`config.mk`:
```
export PLATFORM = sky130hd
export DESIGN_NAME = data_lsu
export DESIGN_NICKNAME = d
export VERILOG_FILES = /design/src/rtl/data_lsu_pkg.sv /design/src/rtl/data_lsu_align.sv /design/src/rtl/data_lsu.sv
export SDC_FILE = /design/constraint.sdc
export NUM_CORES = 1
export LEC_CHECK = 0
export ABC_AREA = 1
export BUFFER_PORTS_ARGS = -buffer_cell sky130_fd_sc_hd__buf_2
export CORE_MARGIN = 1
export CORE_UTILIZATION = 27
export DETAILED_ROUTE_END_ITERATION = 10
export GPL_TIMING_DRIVEN = 0
export HOLD_SLACK_MARGIN = 0.02
export SETUP_SLACK_MARGIN = 0.15
export SLEW_MARGIN = 20
export SYNTH_ARGS = -nofsm -noshare
export SYNTH_HDL_FRONTEND = slang
export SYNTH_SLANG_ARGS = --single-unit
```
`constraint.sdc`:
```
create_clock -name clk_i -period 2.3 [get_ports clk_i]
set_clock_uncertainty 0.2 [all_clocks]
set_input_delay 0.46 -clock clk_i [delete_from_list [all_inputs] [get_ports clk_i]]
set_output_delay 0.46 -clock clk_i [all_outputs]
set_load 0.03 [all_outputs]
```
`src/rtl/data_lsu_pkg.sv`:
```
// rtl/data_lsu_pkg.sv - shared type codes, FSM states and byte-mask helper for the load/store unit
package data_lsu_pkg;

    localparam logic [1:0] LSU_BYTE = 2'b00;
    localparam logic [1:0] LSU_HALF = 2'b01;
    localparam logic [1:0] LSU_WORD = 2'b10;

    typedef enum logic [2:0] {
        ST_IDLE  = 3'd0,
        ST_REQ1  = 3'd1,
        ST_WAIT1 = 3'd2,
        ST_REQ2  = 3'd3,
        ST_WAIT2 = 3'd4
    } lsu_state_e;

    // Unaligned byte mask for an access size; the reserved code behaves as a word.
    function automatic logic [3:0] lsu_type_mask(input logic [1:0] typ);
        case (typ)
            LSU_BYTE: return 4'b0001;
            LSU_HALF: return 4'b0011;
            default:  return 4'b1111;
        endcase
    endfunction

endpackage

```
`src/rtl/data_lsu_align.sv`:
```
// rtl/data_lsu_align.sv - combinational lane steering for stores and load extract/extend
module data_lsu_align
    import data_lsu_pkg::*;
(
    input  logic [1:0]  i_st_type,
    input  logic [1:0]  i_st_off,
    input  logic [31:0] i_st_wdata,
    output logic [3:0]  o_be1,
    output logic [3:0]  o_be2,
    output logic [31:0] o_wdata1,
    output logic [31:0] o_wdata2,
    output logic        o_split,
    input  logic [1:0]  i_ld_type,
    input  logic [1:0]  i_ld_off,
    input  logic        i_ld_sext,
    input  logic [31:0] i_ld_lo,
    input  logic [23:0] i_ld_hi,
    output logic [31:0] o_ld_data
);

    logic [7:0]  w_be64;
    logic [63:0] w_wd64;
    logic [31:0] w_ld_word;

    // Shift the access mask and store data across a 64-bit window spanning two words.
    always_comb begin
        w_be64   = {4'b0000, lsu_type_mask(i_st_type)} << i_st_off;
        w_wd64   = {32'h0000_0000, i_st_wdata} << {i_st_off, 3'b000};
        o_be1    = w_be64[3:0];
        o_be2    = w_be64[7:4];
        o_wdata1 = w_wd64[31:0];
        o_wdata2 = w_wd64[63:32];
        o_split  = |w_be64[7:4];
    end

    // Right-justify the two-word read window by the byte offset; the top byte of the
    // second word can never land inside a 4-byte result, so it is not brought in.
    always_comb begin
        case (i_ld_off)
            2'd0:    w_ld_word = i_ld_lo;
            2'd1:    w_ld_word = {i_ld_hi[7:0],  i_ld_lo[31:8]};
            2'd2:    w_ld_word = {i_ld_hi[15:0], i_ld_lo[31:16]};
            default: w_ld_word = {i_ld_hi[23:0], i_ld_lo[31:24]};
        endcase
        case (i_ld_type)
            LSU_BYTE: o_ld_data = {{24{i_ld_sext & w_ld_word[7]}},  w_ld_word[7:0]};
            LSU_HALF: o_ld_data = {{16{i_ld_sext & w_ld_word[15]}}, w_ld_word[15:0]};
            default:  o_ld_data = w_ld_word;
        endcase
    end

endmodule

```
`src/rtl/data_lsu.sv`:
```
// rtl/data_lsu.sv - load/store unit driving the req/gnt/rvalid data bus, with two-beat misaligned split
module data_lsu
    import data_lsu_pkg::*;
#(
    parameter bit ALLOW_MISALIGNED = 1'b1
) (
    input  logic        clk_i,
    input  logic        rst_ni,
    input  logic        lsu_req_i,
    input  logic        lsu_we_i,
    input  logic [1:0]  lsu_type_i,
    input  logic        lsu_sext_i,
    input  logic [31:0] lsu_addr_i,
    input  logic [31:0] lsu_wdata_i,
    output logic        lsu_ready_o,
    output logic        lsu_rvalid_o,
    output logic [31:0] lsu_rdata_o,
    output logic        lsu_err_o,
    output logic        data_req_o,
    output logic        data_we_o,
    output logic [3:0]  data_be_o,
    output logic [31:0] data_addr_o,
    output logic [31:0] data_wdata_o,
    input  logic        data_gnt_i,
    input  logic        data_rvalid_i,
    input  logic [31:0] data_rdata_i
);

    lsu_state_e  r_state;
    lsu_state_e  w_state_nxt;

    logic        r_we;
    logic [1:0]  r_type;
    logic [1:0]  r_off;
    logic        r_sext;
    logic        r_split;
    logic [3:0]  r_be2;
    logic [31:0] r_wdata2;
    logic [29:0] r_word_addr;
    logic [31:0] r_rdata1;

    logic        w_accept;
    logic        w_err;
    logic        w_issue2;
    logic        w_complete;
    logic [3:0]  w_be1;
    logic [3:0]  w_be2;
    logic [31:0] w_wdata1;
    logic [31:0] w_wdata2;
    logic        w_split;
    logic [31:0] w_ld_lo;
    logic [23:0] w_ld_hi;
    logic [31:0] w_ld_data;

    assign lsu_ready_o = (r_state == ST_IDLE);

    // On the last beat of a split load the first word comes from the capture register.
    assign w_ld_lo = (r_state == ST_WAIT2) ? r_rdata1 : data_rdata_i;
    assign w_ld_hi = (r_state == ST_WAIT2) ? data_rdata_i[23:0] : 24'h00_0000;

    data_lsu_align u_align (
        .i_st_type  (lsu_type_i),
        .i_st_off   (lsu_addr_i[1:0]),
        .i_st_wdata (lsu_wdata_i),
        .o_be1      (w_be1),
        .o_be2      (w_be2),
        .o_wdata1   (w_wdata1),
        .o_wdata2   (w_wdata2),
        .o_split    (w_split),
        .i_ld_type  (r_type),
        .i_ld_off   (r_off),
        .i_ld_sext  (r_sext),
        .i_ld_lo    (w_ld_lo),
        .i_ld_hi    (w_ld_hi),
        .o_ld_data  (w_ld_data)
    );

    // Next-state and per-cycle strobes for accept, error, second-beat issue and completion.
    always_comb begin
        w_state_nxt = r_state;
        w_accept    = 1'b0;
        w_err       = 1'b0;
        w_issue2    = 1'b0;
        w_complete  = 1'b0;
        case (r_state)
            ST_IDLE: begin
                if (lsu_req_i) begin
                    if (w_split && !ALLOW_MISALIGNED) begin
                        w_err = 1'b1;
                    end else begin
                        w_accept    = 1'b1;
                        w_state_nxt = ST_REQ1;
                    end
                end
            end
            ST_REQ1: begin
                if (data_gnt_i) w_state_nxt = ST_WAIT1;
            end
            ST_WAIT1: begin
                if (data_rvalid_i) begin
                    if (r_split) begin
                        w_issue2    = 1'b1;
                        w_state_nxt = ST_REQ2;
                    end else begin
                        w_complete  = 1'b1;
                        w_state_nxt = ST_IDLE;
                    end
                end
            end
            ST_REQ2: begin
                if (data_gnt_i) w_state_nxt = ST_WAIT2;
            end
            ST_WAIT2: begin
                if (data_rvalid_i) begin
                    w_complete  = 1'b1;
                    w_state_nxt = ST_IDLE;
                end
            end
            default: w_state_nxt = ST_IDLE;
        endcase
    end

    // FSM state register.
    always_ff @(posedge clk_i or negedge rst_ni) begin
        if (!rst_ni) r_state <= ST_IDLE;
        else         r_state <= w_state_nxt;
    end

    // Capture the request on accept and the first read word when a split load continues.
    always_ff @(posedge clk_i or negedge rst_ni) begin
        if (!rst_ni) begin
            r_we        <= 1'b0;
            r_type      <= 2'b00;
            r_off       <= 2'b00;
            r_sext      <= 1'b0;
            r_split     <= 1'b0;
            r_be2       <= 4'h0;
            r_wdata2    <= 32'h0000_0000;
            r_word_addr <= 30'h0000_0000;
            r_rdata1    <= 32'h0000_0000;
        end else begin
            if (w_accept) begin
                r_we        <= lsu_we_i;
                r_type      <= lsu_type_i;
                r_off       <= lsu_addr_i[1:0];
                r_sext      <= lsu_sext_i;
                r_split     <= w_split;
                r_be2       <= w_be2;
                r_wdata2    <= w_wdata2;
                r_word_addr <= lsu_addr_i[31:2];
            end
            if (w_issue2) r_rdata1 <= data_rdata_i;
        end
    end

    // Registered bus outputs; address/enables/data only change when a new beat is loaded,
    // so they stay stable for the whole time req waits for grant.
    always_ff @(posedge clk_i or negedge rst_ni) begin
        if (!rst_ni) begin
            data_req_o   <= 1'b0;
            data_we_o    <= 1'b0;
            data_be_o    <= 4'h0;
            data_addr_o  <= 32'h0000_0000;
            data_wdata_o <= 32'h0000_0000;
        end else begin
            data_req_o <= (w_state_nxt == ST_REQ1) || (w_state_nxt == ST_REQ2);
            if (w_accept) begin
                data_we_o    <= lsu_we_i;
                data_be_o    <= w_be1;
                data_addr_o  <= {lsu_addr_i[31:2], 2'b00};
                data_wdata_o <= w_wdata1;
            end else if (w_issue2) begin
                data_be_o    <= r_be2;
                data_addr_o  <= {r_word_addr + 30'd1, 2'b00};
                data_wdata_o <= r_wdata2;
            end
        end
    end

    // Pipeline-side completion and error pulses; stores return zero data.
    always_ff @(posedge clk_i or negedge rst_ni) begin
        if (!rst_ni) begin
            lsu_rvalid_o <= 1'b0;
            lsu_err_o    <= 1'b0;
            lsu_rdata_o  <= 32'h0000_0000;
        end else begin
            lsu_rvalid_o <= w_complete;
            lsu_err_o    <= w_err;
            lsu_rdata_o  <= (w_complete && !r_we) ? w_ld_data : 32'h0000_0000;
        end
    end

endmodule

```
==> results of run 1 <==
worst register-to-register path, delay by kind of cell (launching register included):
| kind | cells | cell delay (ps) |
|---|---|---|
| flops | 1 | 450 |
| compound gates | 2 | 440 |
| simple gates | 4 | 600 |
| buf+inv | 2 | 350 |
synthesized netlist by cell type (2+ instances only):
cell type and n:
o211ai_1 10, nand3b_1 4, or2_0 3, xor2_1 3, a31oi_1 21, inv_2 4, nand3_1 67, buf_4 10
o22ai_1 13, a21oi_1 47, mux2i_1 16, buf_2 30, nor2_4 3, nor3_1 16, o21ai_0 148, nand2_2 6
o21ai_1 11, clkbuf_1 20, nand2_4 2, xnor2_1 2, or2_2 4, o221ai_1 26, buf_6 8, nand4_1 27
o21bai_1 5, inv_1 116, o31ai_1 2, or2_1 8, nor2_1 68, buf_1 2, dfrtp_1 199, nor2_2 20
nand2_1 332, nand3_2 4
per-stage QoR:
stage | utilization (%) | cells
after floorplan | - | 1276
after global placement | 31.81 | 1992
after detailed placement | 31.99 | 1994
after CTS | 34.32 | 2042
after global routing | 34.74 | 2050
final | 34.75 | 2051
layout by cell type (no fill, tap or decap), types with 21 or more instances in the layout:
master | Yosys | routed
buf_4 | 10 | 24
o221ai_1 | 26 | 26
inv_1 | 116 | 114
a31oi_1 | 21 | 21
nand4_1 | 27 | 27
nand3_1 | 67 | 66
buf_2 | 30 | 223
o21ai_0 | 148 | 143
dfrtp_1 | 199 | 195
nor2_2 | 20 | 21
nor2_1 | 68 | 62
nand2_1 | 332 | 330
a21oi_1 | 47 | 46
metal layers:
metal	vias up	GRT usage, %	wire length (µm)
met5	-	0	26
met4	4	6.431	762
met3	48	4.081	2688
met2	410	34.04	19000
met1	4976	27.93	17760
li1	4754	-	-
layout make-up:
cell class              instances  area share (%)
well taps                     511           4.897
flip-flops and latches        199           38.18
multi-input cells             883           34.52
clock buffers                  17           3.258
inverters                     122           3.565
repair buffers                231           10.17
clock inverters                15           1.600
plain buffers                  72           3.804
diodes                          1         0.01916
power by group:
| part | switching, µW | internal, µW | total [µW] |
|---|---|---|---|
| sequential | 912 | 4900 | 5820 |
| combinational | 5640 | 2510 | 8150 |
| clock | 1660 | 1590 | 3250 |
kinds of logic (layout without fill, tap and decap cells):
logic type / count (synthesis) / count (layout) / synth area share, %
mux: 16 / 16 / 1.558
buf+inv: 194 / 457 / 8.715
other cells: 1 / 4 / 0.03648
flops: 199 / 199 / 48.44
simple gates: 568 / 568 / 24.45
xor+xnor: 5 / 5 / 0.4261
fa+ha+maj: 1 / 1 / 0.1217
compound gates: 290 / 290 / 16.25
flip-flops by register name (all words and copies together), names as in the netlist, 4 cells and up:
name and cells:
data_addr_o 30, data_be_o 4, data_wdata_o 32, lsu_rdata_o 32, r_rdata1 32, r_wdata2 24
r_word_addr 30
worst paths after layout:
path / slack [ps] / end / start / depth (start not counted)
setup reg to reg: 160 / lsu_rdata_o[20]$_DFF_PN0_ / r_state[1]$_DFF_PN0_ / 8
hold / removal: 40 / r_word_addr[18]$_DFFE_PN0P_ / lsu_addr_i[20] / 3
max in group asynchronous: 790 / r_word_addr[7]$_DFFE_PN0P_ / rst_ni / 3
min in group asynchronous: 280 / r_rdata1[21]$_DFFE_PN0P_ / rst_ni / 2
hold reg to reg: 280 / r_be2[0]$_DFFE_PN0P_ / r_be2[0]$_DFFE_PN0P_ / 2
setup / recovery: 160 / lsu_rdata_o[20]$_DFF_PN0_ / r_state[1]$_DFF_PN0_ / 8
what timing repair did:
item                                   4_1_cts  5_1_grt
endpoints found under the hold margin       57        0
setup endpoints to repair                  158      125
buffers inserted                             1        8
gates resized for setup                     31       41
hold buffers                                15        0
pin swaps                                    1        3
==> impl_metrics.csv, run 1 <==
group,metric,value,unit
yosys,ys_seq_area_share,48.44,%
cts,path_clk_slew,80,ps
die,initial_core_util,27.36,%
placement,place_congestion,0.9357,
finish,final-seq-area,4985,µm²
timing,clock.fmax,467.6,MHz
yosys,ys_seq_elements,199,
yosys,synth_flop_cell,"dfrtp_1",
yosys,synth_cell_type_count,51,
die,die-area,38860,µm²
yosys,synthCells,1274,
setup_path,cp.arrival,2290,ps
yosys,yosys.area.top_type_share,48.44,%
grt,grt_pass1_vias,10029,
setup_path,cp_slowest_cell,"dfrtp_2",
worst_hold_path,hp-class,"input pin to register",
die,rows,71,
setup_path,critical_path.cell_chain,"nor2_4 > nand2_8 > buf_6 > buf_6 > o21ai_1 > o221ai_1 > nor2_2 > nor2_2",
placement,hpwl,29430,µm
timing,fin_ws,161.5,ps
setup_path,path_buf_inv,2,
timing,tightest_slew,762.0,ps
detailed_routing,drtIter0Drc,749,
finish,drive_gt1_share,24.82,%
pwr,power_density,1318,nW/µm²
timing,setup_viol,0,
outcome,outcome,"complete, no violations",
yosys,yosysWarnings,0,
setup_path,cp.required,2460,ps
grt,overflow,0,
timing,fin_setup_tns,0,ps
die,die_h,197.1,µm
detailed_routing,drtPass1Iterations,5,
cts,clock_latency,470,ps
timing,finalCriticalPeriod,2139,ps
setup_path,criticalPathCategory,"register to register",
detailed_routing,vias_per_cell,4.969,
grt,antenna_found_initial,3,
job,drv_cap,0,
cts,cts_made_buffers,17,
die,dieWidth,197.1,µm
finish,fin_area,13060,µm²
setup_path,slowest_delay,450,ps
cts,htreeDepth,4,
setup_path,cp_top_family,"simple AND/OR/NAND/NOR gates",
yosys,yosysTopAreaCell,"dfrtp_1",
yosys,async_flop_share,100.0,%
timing,hold_violations,0,
setup_path,startpoint_type,"register",
cts,cts_tree,"yes",
setup_path,crit_path_end_kind,"register",
detailed_routing,routed_wl,40240,µm
cts,clockBufferDepth,2,
timing,rsz0062_at_grt,"yes",
finish,area_growth,27.02,%
detailed_routing,vias,10192,
detailed_routing,drc,0,
yosys,synth.area.top_cells,"dfrtp_1 48%, nand2_1 12%, o21ai_0 7.2%",
detailed_routing,wire_per_inst,19.62,µm
finish,n_fill_cell,3965,
timing,final-max-slew-violation-count,0,
timing,slew_headroom,49.20,%
placement,io_buffers,205,
timing,period_share,92.98,%
grt,grt_max_degree,94,
grt,grt_pass1_wl,60700,µm
grt,track_usage,20.91,%
cts,cts.sinks,199,
pwr,ir_worst_vdd,0.0007190,V
detailed_routing,ant_nets,0,
yosys,syn_avg_cell_area,8.069,µm²
placement,place_area,12020,µm²
pwr,power.total,17220,µW
pwr,leakagePower,0.006379,µW
die,num_io_pins,210,
finish,layout.nets,1632,
finish,multi_input_area,4507,µm²
yosys,syn_area,10280,µm²
cts,cts_root_buf,"clkbuf_16",
die,fp.coreArea,37580,µm²
placement,pre_cts_slack,-215.5,ps
timing,whs,43.83,ps
yosys,synth_edf_count,0,
setup_path,critPathMaxFanout,10,
Power figures use the tool's default switching activity.
==> inputs of run 2 (changes only) <==
--- a/config.mk
+++ b/config.mk
@@ -8,10 +8,11 @@
 export ABC_AREA = 1
 export BUFFER_PORTS_ARGS = -buffer_cell sky130_fd_sc_hd__buf_2
 export CORE_MARGIN = 1
-export CORE_UTILIZATION = 27
+export CORE_UTILIZATION = 45
 export DETAILED_ROUTE_END_ITERATION = 10
 export GPL_TIMING_DRIVEN = 0
 export HOLD_SLACK_MARGIN = 0.02
+export PLACE_DENSITY = 0.68
 export SETUP_SLACK_MARGIN = 0.15
 export SLEW_MARGIN = 20
 export SYNTH_ARGS = -nofsm -noshare
==> run 2 against run 1 <==
  * Critical path depth unchanged
  * First-iteration DRC count increased by 25%
  * Non-clock buffer count fell by 11
  * Sequential share of layout area is 1.4 points higher
  * Final cell count shrank 12%
  * Die area is 40% lower
  * Global-route usage up 8.8 points
  * Wire length fell by 15%
  * Highest routed layer is now met4
==> impl_metrics.csv, run 2 (synthesis results as in run 1) <==
group,metric,value,unit
outcome,outcome,"complete, no violations",
cts,cts_tree,"yes",
setup_path,path_buf_inv,2,
setup_path,cp_top_family,"simple AND/OR/NAND/NOR gates",
setup_path,critPathMaxFanout,10,
detailed_routing,routed_wl,34340,µm
worst_hold_path,hp-class,"input pin to register",
timing,fin_setup_tns,0,ps
pwr,p_int,8908,µW
setup_path,slowest_delay,460,ps
pwr,leakagePower,0.006311,µW
detailed_routing,drtPass1Iterations,5,
setup_path,criticalPathCategory,"register to register",
pwr,power_frac_seq,34.7,%
placement,place_congestion,0.9355,
finish,area_growth,22.58,%
detailed_routing,vias,10066,
pwr,ir_worst_vdd,0.0007176,V
finish,largestRegisters,"data_wdata_o x32, lsu_rdata_o x32, r_rdata1 x32",
timing,period_share,91.01,%
setup_path,critical_path.cell_chain,"nor2_4 > nand2_8 > buf_12 > buf_6 > o211ai_1 > nand4_1 > nand2_1 > a21oi_1",
timing,hold_violations,0,
die,dieWidth,153.1,µm
detailed_routing,vias_per_cell,5.555,
timing,slew_headroom,56.53,%
pwr,p_sw,7785,µW
die,initial_core_util,46.53,%
detailed_routing,ant_nets,0,
grt,grt_pass1_vias,9612,
setup_path,startpoint_type,"register",
die,die-area,23450,µm²
timing,fin_ws,206.9,ps
pwr,p_clk_share,18.3,%
cts,htreeDepth,4,
placement,hpwl,25430,µm
timing,final-max-slew-violation-count,0,
pwr,switching_share,46.64,%
die,fp.coreArea,22090,µm²
detailed_routing,wire_per_inst,18.95,µm
cts,cts.sinks,199,
cts,cts_made_buffers,17,
die,die_h,153.1,µm
timing,tightest_slew,652.0,ps
cts,cts_root_buf,"clkbuf_16",
detailed_routing,drtIter0Drc,938,
setup_path,cp.arrival,2200,ps
timing,finalCriticalPeriod,2093,ps
timing,setup_viol,0,
timing,whs,35.74,ps
placement,io_buffers,205,
cts,clockBufferDepth,2,
grt,overflow,0,
grt,grt_pass1_wl,53390,µm
cts,path_clk_slew,80,ps
finish,layout_commonest_cell,"nand2_1",
die,num_io_pins,210,
pwr,power_frac_comb,46.9,%
die,rows,54,
setup_path,cp.required,2410,ps
finish,mostFrequentLayoutCells,"331 x nand2_1, 230 x buf_2, 196 x dfrtp_1, 144 x o21ai_0, 116 x inv_1",
grt,track_usage,29.75,%
timing,clock.fmax,477.8,MHz
grt,grt_max_degree,94,
detailed_routing,drc,0,
finish,layout.nets,1622,
cts,clock_latency,440,ps
setup_path,crit_path_end_kind,"register",
finish,drive_gt1_share,24.59,%
pwr,power_density,1325,nW/µm²
job,drv_cap,0,
placement,pre_cts_slack,-10.34,ps
timing,rsz0062_at_grt,"yes",
setup_path,cp_slowest_cell,"dfrtp_2",
grt,antenna_found_initial,2,
run 2: cell count changes in the layout (fill, tap and decap cells not counted), moves of 4 or more:
cell           change
dlygate4sd3_1     -12
buf_2              +7
clkinv_8           -6
clkinvlp_4         +4
run 2: worst paths after layout:
path	depth (start not counted)	slack, ps	from	endpoint
setup / recovery	8	210	r_state[1]$_DFF_PN0_	lsu_rdata_o[11]$_DFF_PN0_
hold / removal	3	40	lsu_addr_i[27]	r_word_addr[25]$_DFFE_PN0P_
setup reg to reg	8	210	r_state[1]$_DFF_PN0_	lsu_rdata_o[11]$_DFF_PN0_
hold reg to reg	2	280	r_be2[0]$_DFFE_PN0P_	r_be2[0]$_DFFE_PN0P_
max in group asynchronous	3	820	rst_ni	r_wdata2[7]$_DFFE_PN0P_
min in group asynchronous	2	300	rst_ni	lsu_rdata_o[29]$_DFF_PN0_
run 2: area by class of cell:
class	instances	area, µm²
Buffer	72	481.7
Clock inverter	12	135.1
Fill cell	2096	9493
Antenna cell	3	7.507
Multi-Input combinational cell	884	4509
Sequential cell	199	4984
Clock buffer	20	456.7
Inverter	122	462.9
Timing Repair Buffer	220	1214
Tap cell	280	350.3
run 2: power groups by stage:
stage / combinational [µW] / clock (µW) / sequential (µW)
6_report: 7840 / 3060 / 5800
4_1_cts: 7620 / 3100 / 5770
3_3_place_gp: 7470 / 0 / 5800
5_1_grt: 8520 / 3230 / 5960
3_5_place_dp: 7570 / 0 / 5810
2_1_floorplan: 3930 / 0 / 6890
run 2: tightest hold or removal path, delay by kind of cell:
kind / cells / cell delay [ps]
buf+inv: 1 / 80
simple gates: 2 / 110
run 2: per-layer routing:
| metal | global-route usage, % | vias to the layer above | part of all wire, % |
|---|---|---|---|
| li1 | - | 4741 | - |
| met4 | 11.06 | 0 | 2.8 |
| met3 | 6.096 | 57 | 8.0 |
| met2 | 46.88 | 463 | 46 |
| met5 | 0 | - | 0 |
| met1 | 40.46 | 4805 | 43 |
run 2: what timing repair did:
| item | 4_1_cts | 5_1_grt |
|---|---|---|
| setup buffers | 0 | 9 |
| setup endpoints to repair | 53 | 139 |
| hold buffers | 3 | 0 |
| cloned | 0 | 2 |
| resized for setup | 11 | 51 |
| pin swaps | 0 | 11 |
| hold endpoints to repair | 38 | 0 |
run 2: per-stage QoR:
| step | utilization, % | power, µW | instances | instance area [µm²] |
|---|---|---|---|---|
| finish | 57.03 | 16690 | 1812 | 12600 |
| global route | 57.01 | 17720 | 1810 | 12600 |
| floorplan | - | 10820 | 1276 | 10290 |
| CTS | 55.97 | 16480 | 1798 | 12370 |
| detailed placement | 53.09 | 13390 | 1763 | 11730 |
| global placement | 52.79 | 13280 | 1761 | 11660 |
